`src/rtl/spi_tx_if.sv`:
```
// Byte-FIFO pop handshake and SPI mode-0 pins for the spi_tx transmitter.
interface spi_tx_if;
    // Handshake: rx_ready pulses for one cycle only after fifo_e was seen low; the FIFO
    // presents the popped byte on rx_data no later than the cycle after that pulse.
    logic       enable;
    logic       fifo_e;
    logic [7:0] rx_data;
    logic       rx_ready;
    logic       spi_sclk;
    logic       spi_mosi;
    logic       spi_cs_n;
    logic       busy;
    logic       byte_done;

    modport master (
        input  enable, fifo_e, rx_data,
        output rx_ready, spi_sclk, spi_mosi, spi_cs_n, busy, byte_done
    );

    modport slave (
        output enable, fifo_e, rx_data,
        input  rx_ready, spi_sclk, spi_mosi, spi_cs_n, busy, byte_done
    );
endinterface

```
`src/rtl/spi_tx.sv`:
```
// SPI mode-0 byte transmitter: pops one byte per frame from a FIFO and shifts it out MSB first.
module spi_tx #(
    parameter int unsigned CLK_DIV = 4
) (
    input  logic       sys_clk,
    input  logic       rst_n,
    spi_tx_if.master   bus,
    output logic [2:0] state_dbg
);
    typedef enum logic [2:0] {
        IDLE  = 3'd0,
        POP   = 3'd1,
        LOAD  = 3'd2,
        SHIFT = 3'd3,
        GAP   = 3'd4
    } state_t;

    localparam logic [7:0] DIV_TC = 8'(CLK_DIV - 1);

    state_t     state, state_d;
    logic [7:0] div_cnt, div_d;
    logic [2:0] bit_cnt, bit_d;
    logic [7:0] shreg, sh_d;
    logic       sclk_q, sclk_d;
    logic       armed;
    logic       tc;

    assign tc = (div_cnt == DIV_TC);

    // armed keeps the first POP off the first rising edge after reset release.
    always_ff @(posedge sys_clk or negedge rst_n) begin
        if (!rst_n) begin
            state   <= IDLE;
            div_cnt <= 8'd0;
            bit_cnt <= 3'd0;
            shreg   <= 8'd0;
            sclk_q  <= 1'b0;
            armed   <= 1'b0;
        end else begin
            state   <= state_d;
            div_cnt <= div_d;
            bit_cnt <= bit_d;
            shreg   <= sh_d;
            sclk_q  <= sclk_d;
            armed   <= 1'b1;
        end
    end

    always_comb begin
        state_d = state;
        div_d   = div_cnt;
        bit_d   = bit_cnt;
        sh_d    = shreg;
        sclk_d  = sclk_q;
        case (state)
            IDLE: begin
                if (armed && bus.enable && !bus.fifo_e) state_d = POP;
            end
            POP: state_d = LOAD;
            LOAD: begin
                sh_d    = bus.rx_data;
                div_d   = 8'd0;
                bit_d   = 3'd0;
                sclk_d  = 1'b0;
                state_d = SHIFT;
            end
            SHIFT: begin
                if (tc) begin
                    div_d  = 8'd0;
                    sclk_d = !sclk_q;
                    // Only the falling toggle advances data; the rising toggle is the sample point.
                    if (sclk_q) begin
                        bit_d = bit_cnt + 3'd1;
                        if (bit_cnt == 3'd7) state_d = GAP;
                        else                 sh_d = {shreg[6:0], 1'b0};
                    end
                end else begin
                    div_d = div_cnt + 8'd1;
                end
            end
            GAP: begin
                if (tc) begin
                    div_d   = 8'd0;
                    state_d = IDLE;
                end else begin
                    div_d = div_cnt + 8'd1;
                end
            end
            default: state_d = IDLE;
        endcase
    end

    assign bus.rx_ready  = (state == POP);
    assign bus.spi_cs_n  = (state != SHIFT);
    assign bus.spi_mosi  = (state == SHIFT) && shreg[7];
    assign bus.spi_sclk  = sclk_q;
    assign bus.busy      = (state != IDLE);
    assign bus.byte_done = (state == GAP) && (div_cnt == 8'd0);
    assign state_dbg     = state;
endmodule
```
`src/flat_wrapper.sv`:
```
// flat-port wrapper written by rule: the top's interface ports become plain ports
module spi_tx_flat 
#(
    parameter int unsigned CLK_DIV = 4
)
  (sys_clk, rst_n, state_dbg, bus_enable, bus_fifo_e, bus_rx_data, bus_rx_ready, bus_spi_sclk, bus_spi_mosi, bus_spi_cs_n, bus_busy, bus_byte_done);
  spi_tx_if bus_i ();
  input  logic sys_clk;
  input  logic rst_n;
  output logic [2:0] state_dbg;
  input wire logic [$bits(bus_i.enable)-1:0] bus_enable;
  input wire logic [$bits(bus_i.fifo_e)-1:0] bus_fifo_e;
  input wire logic [$bits(bus_i.rx_data)-1:0] bus_rx_data;
  output wire logic [$bits(bus_i.rx_ready)-1:0] bus_rx_ready;
  output wire logic [$bits(bus_i.spi_sclk)-1:0] bus_spi_sclk;
  output wire logic [$bits(bus_i.spi_mosi)-1:0] bus_spi_mosi;
  output wire logic [$bits(bus_i.spi_cs_n)-1:0] bus_spi_cs_n;
  output wire logic [$bits(bus_i.busy)-1:0] bus_busy;
  output wire logic [$bits(bus_i.byte_done)-1:0] bus_byte_done;
  assign bus_i.enable = bus_enable;
  assign bus_i.fifo_e = bus_fifo_e;
  assign bus_i.rx_data = bus_rx_data;
  assign bus_rx_ready = bus_i.rx_ready;
  assign bus_spi_sclk = bus_i.spi_sclk;
  assign bus_spi_mosi = bus_i.spi_mosi;
  assign bus_spi_cs_n = bus_i.spi_cs_n;
  assign bus_busy = bus_i.busy;
  assign bus_byte_done = bus_i.byte_done;
  spi_tx #(.CLK_DIV(CLK_DIV)) u_core (.sys_clk(sys_clk), .rst_n(rst_n), .bus(bus_i), .state_dbg(state_dbg));
endmodule
```
`config.mk`:
```
export PLATFORM = sky130hd
export DESIGN_NAME = spi_tx_flat
export DESIGN_NICKNAME = d
export VERILOG_FILES = /design/src/rtl/spi_tx_if.sv /design/src/rtl/spi_tx.sv /design/src/flat_wrapper.sv
export SDC_FILE = /design/constraint.sdc
export NUM_CORES = 1
export LEC_CHECK = 0
export CAP_MARGIN = 30
export CORE_UTILIZATION = 55
export DETAILED_ROUTE_END_ITERATION = 10
export PLACE_DENSITY = 0.89
export SLEW_MARGIN = 20
export SYNTH_ARGS = -nofsm -noshare
export SYNTH_HDL_FRONTEND = slang
export SYNTH_SLANG_ARGS = --single-unit
export TNS_END_PERCENT = 100
```
`constraint.sdc`:
```
create_clock -name sys_clk -period 5 [get_ports sys_clk]
set_input_delay 0.5 -clock sys_clk [delete_from_list [all_inputs] [get_ports sys_clk]]
set_output_delay 0.5 -clock sys_clk [all_outputs]
set_load 0.02 [all_outputs]
```
==> summary.txt <==
Final Hold Viols - 0
Routability cong. - 0.839
Max IR drop VDD - 309 uV
Worst relative slew slack - 48.5%
Nets - 169
DR DRC count - 0
CP max FO - 6
Share of cells above drive strength 1 - 15.1%
Initial DRC Count - 30
Min cycle time layout - 2.82 ns
Power Dens Cells - 463 nW/um^2
Clock Skew - 0.00303 ns
DR pass1 iterations - 4
WHS - 0.513 ns
Ys flop type - dfrtp_1
Die Footprint - 2620 um^2
PortBufs - 20
CP Capture Type - primary output
Antenna Nets Post-Route - 0
Clk slew on worst S/H paths - 0.14 ns
Ports - 21
Nature of the critical path startpoint - flop
Setup_tns - 0 ns
RR Endpoint - u_core.shreg[2]
Cells on worst reg2reg path - 4
Core area - 2250 um^2
# Post-CTS Setup Buffers - 0
Crit path DAT - 2.32 ns
Syn Inst Count - 133
Finished Core Util - 70.8%
Vias in the first global route - 1061
Worst EP required - 4.50 ns
Initial antenna violation count - 0
CTS Sinks - 24
Busiest grt layer - met2
CP Class - flop to primary output
Worst skew pair latency - 0.32 ns
Post-synthesis sequential area ratio - 45.2%
Diodes inserted - 0
Die height - 51.2 um
H-Tree Depth - 1
CTS Buf Count - 3
RSZ-0062 raised after global routing - no
HPWL after DPL - 2120 um
Synth cell types - 40
GRT Overall Usage - 25.5%
Routed via count - 1123
Post-Layout Inst Area - 1600 um^2
Post-synthesis average cell area - 9.99 um^2
Syn Std Cell Area - 1330 um^2
Fmax - 355 MHz
First-pass GRT wire length - 4800 um
Final setup margin - 2.18 ns
Hold_buf cts - 0
Wire length per cell - 16.1 um
Worst hold-check path type - input pin to asynchronous set/reset pin
FF+latch count, synth - 24
CTS tree - yes
Synthesis-to-finish area growth - 20.1%
Pleak - 0.692 nW
Final number of setup-violating endpoints - 0
Largest net degree at the start of global routing - 15
EDFF count, synth - 0
Status - finished clean
Grt met1 use - 30.9%
CTS max path bufs - 2
Grt ovf - 0
DIE WIDTH - 51.2 um
Post-DP Area - 1550 um^2
Initial core utilization - 58.9%
DR vias/cell - 6.24
Final WL - 2900 um
Placement Setup Slack - 2.55 ns
GRT met3 Usage - 5.06%
Critical R2R Launch - u_core.div_cnt[5]
Synth warn - 0
Met2 Use GR - 43.9%
Asr flop ratio synth - 100%
Fin crit share - 56.4%
Net Count, Synth - 149
Final Max Tran Viols - 0
Worst R2R Setup Slack - 2.58 ns
Post-CTS resize count - 0
Root Buffer - clkbuf_4
Least-Margin Pin Slew - 0.766 ns
Max_cap viols - 0
Num rows - 17
-- flip-flops by register name, indices dropped and copies added, names as in the netlist --
| signal | flops |
|---|---|
| u_core.div_cnt | 8 |
| u_core.shreg | 8 |
| u_core.armed | 1 |
| u_core.bus.spi_sclk | 1 |
| u_core.state_dbg | 3 |
| u_core.bit_cnt | 3 |
-- area by class of cell --
cell class / count / area, um^2
multi-input combinational: 97 / 682
fill: 182 / 659
sequential: 24 / 601
timing repair buffer: 22 / 223
clock buffer: 4 / 36.3
tap: 28 / 35.0
inverter: 5 / 18.8
-- cell families (layout without fill, tap and decap cells) --
kind of cell | Yosys count | after routing | synth area share, %
compound gates | 26 | 26 | 14.0
xor+xnor | 1 | 1 | 0.659
fa+ha+maj | 4 | 4 | 3.77
buf+inv | 12 | 31 | 3.48
flops | 24 | 24 | 45.2
mux | 15 | 15 | 12.5
other cells | 1 | 1 | 0.282
simple gates | 50 | 50 | 20.1
-- stage by stage --
step	instances	total power [mW]
floorplan	133	0.540
global placement	174	0.604
detailed placement	175	0.627
CTS	179	0.731
global route	180	0.791
finish	180	0.738
-- where the power goes --
group	internal (mW)	total (mW)	leakage (nW)	switching (mW)
clock	0.0446	0.108	0.0210	0.0633
sequential	0.261	0.326	0.296	0.0646
combinational	0.160	0.304	0.375	0.144
total	0.466	0.738	0.692	0.272
-- layer usage --
metal  wire length [um]  part of all wire [%]
met1               1240                    43
met2               1470                    51
met3                131                   4.5
met4                 59                   2.0
met5                  0                     0
-- layout by cell type (no fill, tap or decap), drive strengths merged, types with 3 or more instances in the layout --
cell type | Yosys | final
ha | 4 | 4
nand2 | 13 | 13
nand3 | 7 | 7
a31oi | 5 | 5
a21oi | 4 | 4
o21ai | 6 | 6
clkbuf | 5 | 5
inv | 5 | 5
and3 | 3 | 3
nand2b | 4 | 4
nor3 | 4 | 4
mux2 | 13 | 13
nor2 | 7 | 7
dfrtp | 24 | 24
clkdlybuf4s50 | 0 | 20
-- critical path: stages, from the launching register on --
cell	delay, ns
dfrtp_1	0.46
or4_1	0.65
nor3_1	0.25
clkdlybuf4s50_1	0.64
-- how the worst max path moves through the flow --
stage,startpoint,endpoint,slack (ns)
floorplan,u_core.div_cnt[5],u_core.shreg[1],2.73
global placement,u_core.div_cnt[5],bus_byte_done,2.61
detailed placement,u_core.div_cnt[5],bus_byte_done,2.55
CTS,u_core.div_cnt[5],bus_byte_done,2.17
global route,u_core.div_cnt[5],bus_byte_done,2.08
finish,u_core.div_cnt[5],bus_byte_done,2.18
-- cell usage after synthesis (2+ instances only) --
cell       instances  area, um^2
a21oi_1            3        15.0
nand2_1           13        48.8
nor2_1             7        26.3
and3_1             3        18.8
mux2i_1            2        20.0
a2bb2oi_1          2        17.5
nand3_1            7        35.0
clkbuf_1           5        18.8
inv_1              5        18.8
nor3_1             4        20.0
nand2b_1           4        25.0
dfrtp_1           24         601
or3b_2             2        17.5
a31oi_1            5        31.3
ha_1               4        50.1
mux2_2            13         146
nand4_1            2        12.5
o21ai_0            6        30.0
No activity file was read; power rests on OpenSTA's default activity.
